[src/rtl/numled_ctrl.sv]
// rtl/numled_ctrl.sv - bus-programmable 8-digit multiplexed 7-segment display controller
module numled_ctrl #(
  parameter int unsigned SCAN_DIV = 20000
) (
  input  logic        clk,
  input  logic        rst,
  input  logic        sel,
  input  logic        we,
  input  logic [1:0]  reg_sel,
  input  logic [31:0] wdata,
  output logic [31:0] rdata,
  output logic [7:0]  led_en,
  output logic        led_ca,
  output logic        led_cb,
  output logic        led_cc,
  output logic        led_cd,
  output logic        led_ce,
  output logic        led_cf,
  output logic        led_cg,
  output logic        led_dp
);

  localparam logic [15:0] DIV_LAST = 16'(SCAN_DIV - 1);

  logic [31:0] data_q, data_d;
  logic [7:0]  mask_q, mask_d;
  logic [7:0]  dp_q, dp_d;
  logic [15:0] div_cnt_q, div_cnt_d;
  logic [2:0]  idx_q, idx_d;
  logic [7:0]  led_en_q, led_en_d;
  logic [6:0]  seg_q, seg_d;
  logic        led_dp_q, led_dp_d;
  logic [3:0]  nibble;
  logic [6:0]  seg_hi;

  always_comb begin
    data_d = data_q;
    mask_d = mask_q;
    dp_d   = dp_q;
    if (sel && we) begin
      case (reg_sel)
        2'd0:    data_d = wdata;
        2'd1:    mask_d = wdata[7:0];
        2'd2:    dp_d   = wdata[7:0];
        default: ;
      endcase
    end

    if (div_cnt_q == DIV_LAST) begin
      div_cnt_d = 16'd0;
      idx_d     = idx_q + 3'd1;
    end else begin
      div_cnt_d = div_cnt_q + 16'd1;
      idx_d     = idx_q;
    end

    // Display outputs come from the pre-edge register values, giving one cycle of latency.
    nibble = data_q[{idx_q, 2'b00} +: 4];
    case (nibble)
      4'h0: seg_hi = 7'h3F;
      4'h1: seg_hi = 7'h06;
      4'h2: seg_hi = 7'h5B;
      4'h3: seg_hi = 7'h4F;
      4'h4: seg_hi = 7'h66;
      4'h5: seg_hi = 7'h6D;
      4'h6: seg_hi = 7'h7D;
      4'h7: seg_hi = 7'h07;
      4'h8: seg_hi = 7'h7F;
      4'h9: seg_hi = 7'h6F;
      4'hA: seg_hi = 7'h77;
      4'hB: seg_hi = 7'h7C;
      4'hC: seg_hi = 7'h39;
      4'hD: seg_hi = 7'h5E;
      4'hE: seg_hi = 7'h79;
      default: seg_hi = 7'h71;
    endcase
    seg_d    = ~seg_hi;
    led_en_d = 8'hFF;
    if (mask_q[idx_q]) led_en_d[idx_q] = 1'b0;
    led_dp_d = ~dp_q[idx_q];
  end

  always_ff @(posedge clk) begin
    if (rst) begin
      data_q    <= 32'd0;
      mask_q    <= 8'hFF;
      dp_q      <= 8'h00;
      div_cnt_q <= 16'd0;
      idx_q     <= 3'd0;
      led_en_q  <= 8'hFF;
      seg_q     <= 7'h7F;
      led_dp_q  <= 1'b1;
    end else begin
      data_q    <= data_d;
      mask_q    <= mask_d;
      dp_q      <= dp_d;
      div_cnt_q <= div_cnt_d;
      idx_q     <= idx_d;
      led_en_q  <= led_en_d;
      seg_q     <= seg_d;
      led_dp_q  <= led_dp_d;
    end
  end

  always_comb begin
    rdata = 32'd0;
    if (sel) begin
      case (reg_sel)
        2'd0:    rdata = data_q;
        2'd1:    rdata = {24'd0, mask_q};
        2'd2:    rdata = {24'd0, dp_q};
        default: rdata = 32'd0;
      endcase
    end
  end

  assign led_en = led_en_q;
  assign led_ca = seg_q[0];
  assign led_cb = seg_q[1];
  assign led_cc = seg_q[2];
  assign led_cd = seg_q[3];
  assign led_ce = seg_q[4];
  assign led_cf = seg_q[5];
  assign led_cg = seg_q[6];
  assign led_dp = led_dp_q;

endmodule

[config.mk]
export PLATFORM = sky130hd
export DESIGN_NAME = numled_ctrl
export DESIGN_NICKNAME = d
export VERILOG_FILES = /design/src/rtl/numled_ctrl.sv
export SDC_FILE = /design/constraint.sdc
export NUM_CORES = 1
export LEC_CHECK = 0
export CORE_ASPECT_RATIO = 0.9
export CORE_MARGIN = 2
export CORE_UTILIZATION = 50
export DETAILED_ROUTE_END_ITERATION = 7
export DONT_BUFFER_PORTS = 1
export PLACE_DENSITY = 0.64
export SLEW_MARGIN = 25
export SYNTH_ARGS = -nofsm -noshare
export SYNTH_HDL_FRONTEND = slang
export SYNTH_SLANG_ARGS = --single-unit
[constraint.sdc]
create_clock -name clk -period 5.83 [get_ports clk]
set_clock_uncertainty 0.2 [all_clocks]
set_input_delay 0.583 -clock clk [delete_from_list [all_inputs] [get_ports clk]]
set_output_delay 0.583 -clock clk [all_outputs]
set_load 0.03 [all_outputs]
Yosys cells after proc, flatten, opt, wreduce, memory -nomap -nowiden

Memory sizes are Yosys's and may differ from the RTL's.
Index checks and enable logic that the tools add are counted.

Bits in registers: 83
ROM bits: 112
Memories kept: 1

Add/sub/neg operators: 2
Magnitude comparators: 2
Equality and inequality tests: 3
Shifts and indexed selects: 1
Mux-type cells: 8
Bitwise gates (word level): 4
Reduce and logical (&&, ||, !) cells: 8

Memories:

| name            | depth | width | read ports | clocked after Yosys merged registers in | write ports | line | text |
|---|---|---|---|---|---|---|---|
| (no name shown) | 16    | 7     | 1          | 0                                       | 0           | 59   | `case (nibble)` |

Operator list:

| kind                    | count |
|---|---|
| $pmux W32 S3            | 1 |
| $mux W32                | 1 |
| $shiftx A32 B6 Y4       | 1 |
| $add A16 B1 Y16 const B | 1 |
| $eq A16 B15 Y1 const B  | 1 |
| $not A8 Y8              | 1 |
| $not A7 Y7              | 1 |
| $bmux W1 S3             | 2 |
| $reduce_and A2 Y1       | 3 |
| $lt A3 B4 Y1 const B    | 1 |
| $reduce_or A2 Y1        | 2 |
| $add A3 B1 Y3 const B   | 1 |
| $demux W1 S3            | 1 |
| $ge A3 B1 Y1 const B    | 1 |
| $mux W1                 | 3 |
| $eq A2 B1 Y1 const B    | 1 |
| $eq A2 B2 Y1 const B    | 1 |
| $logic_and A1 B1 Y1     | 2 |
| $logic_not A2 Y1        | 1 |
| $not A1 Y1              | 2 |

Longest topological paths before layout

Depth in word-level cells: 5
Depth in mapped cells: 10

Worst setup path before layout

Ideal clock, no wire load.

Kind: register to register
Start point: reg idx_q[0]
End point: reg seg_q[5]
Arrival: 2.099 ns
Data required time: 5.510 ns
Path slack: 3.411 ns
Cell stages (with the launch flop): 10
Path buffers: 2
Path through: dfxtp_1 > buf_6 > buf_8 > mux4_2 > mux2i_2 > inv_1 > ha_1 > nand2b_1 > a21oi_1 > a211o_1

Longest elaborated chain between the ends: 3

Ends and longest elaborated chain:

| item                   | line | text |
|---|---|---|
| start, declared        | 29   | `logic [2:0] idx_q, idx_d;` |
| start signal, assigned | 98   | `idx_q <= idx_d;` |
| $shiftx A32 B6 Y4      | 58   | `nibble = data_q[{idx_q, 2'b00} +: 4];` |
| $mem_v2 Z16 W7         | --   |  |
| $not A7 Y7             | 77   | `seg_d = ~seg_hi;` |
| end signal, assigned   | 100  | `seg_q <= seg_d;` |
| end, declared          | 31   | `logic [6:0] seg_q, seg_d;` |

Every way passes these cells.
A chain may end at the register's enable or synchronous reset.

Final worst setup path

Start point: reg idx_q[0]
End point: reg seg_q[3]

The elaborated chain is that of the path after synthesis.

==> results.yml <==
outcome:
  status: "complete, no violations"
place:
  post-place-cells: 546
  finalWeightedCongestion: 0.7884
  numPortBuffers: 0
  hpwl_um: 6252
  placed_cell_area_sq_mm: 0.003969
  pre_cts_slack_ns: 2.950
cells_and_area:
  antenna_cells: 0
  layout-drive-gt1-share: 0.06223
  fin_nets: 507
  area_growth_pct: 5.431
  fin_util: 0.5483
  final_area_sq_mm: 0.004178
  fin_cells: 562
  final_common_cell: "nand2_1"
  final_cell_mix: "nand2_1, dfxtp_1, a21oi_1, and2_1, nor2_1"
sta:
  slew_headroom: 0.3545
  slew_viol_final: 0
  final-setup-viol-count: 0
  layout_setup_ws_ns: 2.956
  fin_crit_ns: 2.874
  holdWs_ns: 0.09946
  worst_pin_slew_ns: 0.9661
  rsz0062_at_grt: "false"
  hold_viol: 0
  finalSetupTns_ns: 0
  fmax_ghz: 0.3480
  period_share: 0.4929
clock_network:
  cts_tree: "built"
  clkLatencyLatePin_ns: 0.35
  ctsRootBufferMaster: "clkbuf_8"
  cts_sinks: 83
  cts.clk_slew.worst_paths_ns: 0.09
  holdBufCountCts: 0
  cts_setup_buffers: 0
  cts_resized: 0
  htreeDepth: 3
  cts_buffer_depth: 2
  cts_made_buffers: 9
synth:
  syn_nets: 525
  syn_area_per_cell_sq_um: 8.273
  synth_cell_types: 44
  synthMuxAreaShare: 0.09915
  synth_top_family_by_area: "simple AND/OR/NAND/NOR gates"
  yosysWarnings: 0
  syn_area_sq_mm: 0.003963
  synth_compound_area_frac: 0.1014
  synth-seq-cells: 83
  seq_area_frac_synth: 0.4193
  synth_area_leaders: "dfxtp_1, nand2_1, a21oi_1"
  synthXorXnorAreaFrac: 0.03536
  postSynthCellCount: 479
  yosys.area.top_type: "dfxtp_1"
  synth_simple_gate_area_frac: 0.2785
  netlist.area_leader.share: 0.4193
  synth_fa_ha_area_frac: 0.02526
power:
  powerDensity_mw_per_mm2: 255.8
  intPower_mw: 0.8126
  p_clk_frac: 0.391
  p_leak_nw: 1.530
  vdd_ir_drop_max_uv: 124.0
  comb_power_share: 0.051
  total_power_mw: 1.069
  switchingPower_mw: 0.2562
  p_sw_frac: 0.2397
  sequentialPowerShare: 0.558
drt:
  viasPerCell: 5.603
  dr_wl_met3_um: 650
  dr_wl_met2_um: 4007
  drc: 0
  dr.pass1.iters: 5
  routedWlPerCell_um: 15.87
  totalWireLength_um: 8917
  vias: 3149
  dr.max_layer_used: "met4"
  first_iter_violations: 172
  m1WireLength_um: 4168
  route.antenna.remaining_nets: 0
floorplanning:
  design.core.area_sq_mm: 0.007620
  start_util: 0.5200
  num_rows: 30
  die_x_um: 97.84
  dieArea_sq_mm: 0.008654
  pin_count: 86
  die_h_um: 88.46
critical_path:
  cp_max_fo: 18
  start_kind: "register"
  rr_endpoint: "seg_q[3]"
  r2r_start: "idx_q[0]"
  worstSetupPathType: "register to register"
  worst_r2r_path_depth: 8
  cp.arrival_ns: 2.92
  ff2ff_setup_slack_ns: 2.96
  required_ns: 5.87
  crit_path_end_kind: "register"
hold_path:
  hp-start: "rst"
  hp-class: "input pin to register"
  hold-path-endpoint: "dp_q[0]"
  hold_path_depth: 1
global_route:
  globalRouteOverflowTotal: 0
  grt_usage: 0.2112
  antenna_found_initial: 0
  grt_start_max_net_pins: 66
  grt_first_pass_wirelength_um: 14510
  grt_pass1_vias: 2930
flow_run:
  drv_cap: 0
==> cells by family after synthesis <==
group                      Yosys count
muxes                               30
AOI/OAI and AO/OA                   71
adders and majority gates            8
xor gates and xnor gates            16
DFF                                 83
and+or+nand+nor                    234
buffers and inverters               37
==> cell usage after synthesis, drive strengths merged <==
library cell and number:
a211o 5, a211oi 2, a21oi 47, a221o 1, a311oi 1, a31oi 1
and2 32, and3 2, and3b 1, and4 1, buf 7, clkbuf 24
dfxtp 83, ha 8, inv 6, mux2 1, mux2i 23, mux4 6
nand2 121, nand2b 3, nand3 10, nand3b 8, nand4 3, nand4b 1
nor2 30, nor2b 6, nor3 5, nor3b 5, nor4 1, nor4bb 2
o211a 1, o211ai 1, o21ai 11, o21ba 1, or3 3, xnor2 7
xor2 9
==> layout make-up <==
class | count | area (sq um)
multi-input cells | 359 | 2156
clock buffers | 11 | 141.4
fillers | 727 | 3442
flip-flops and latches | 83 | 1662
clock inverters | 5 | 61.31
repair buffers | 2 | 15.01
well taps | 96 | 120.1
inverters | 6 | 22.52
==> registers in the layout, summed over array words and instances (netlist names) <==
signal / flops
data_q: 32
led_dp: 1
dp_q: 8
div_cnt_q: 16
seg_q: 7
led_en: 8
idx_q: 3
mask_q: 8
==> worst max-delay path by stage <==
| stage | endpoint | slack (ns) | start |
|---|---|---|---|
| after global placement | seg_q[3] | 3.04 | idx_q[0] |
| after detailed placement | seg_q[3] | 2.95 | idx_q[0] |
| after CTS | seg_q[3] | 2.94 | idx_q[0] |
| after global routing | seg_q[6] | 2.78 | idx_q[0] |
| after floorplan | seg_q[5] | 3.41 | idx_q[0] |
| final | seg_q[3] | 2.96 | idx_q[0] |
==> critical path: stages (launching register included) <==
cell and delay, ns:
dfxtp_1 0.55, buf_4 0.33, mux4_2 0.54, mux2i_2 0.32
inv_1 0.14, ha_1 0.22, nand2b_1 0.11, nand2_1 0.06
a211o_1 0.29
==> routing by layer <==
layer / vias up / GRT usage
met1: 1473 / 0.2892
met4: 0 / 0.05051
met5: - / 0
met3: 9 / 0.06714
met2: 104 / 0.3294
li1: 1563 / -
==> power groups by stage <==
stage	registers, mW	clock network [mW]	logic, mW
floorplan	0.607	0	0.0541
global placement	0.610	0	0.0532
detailed placement	0.611	0	0.0543
CTS	0.597	0.428	0.0545
global route	0.599	0.454	0.0614
finish	0.597	0.417	0.0546
Power figures use the tool's default switching activity.
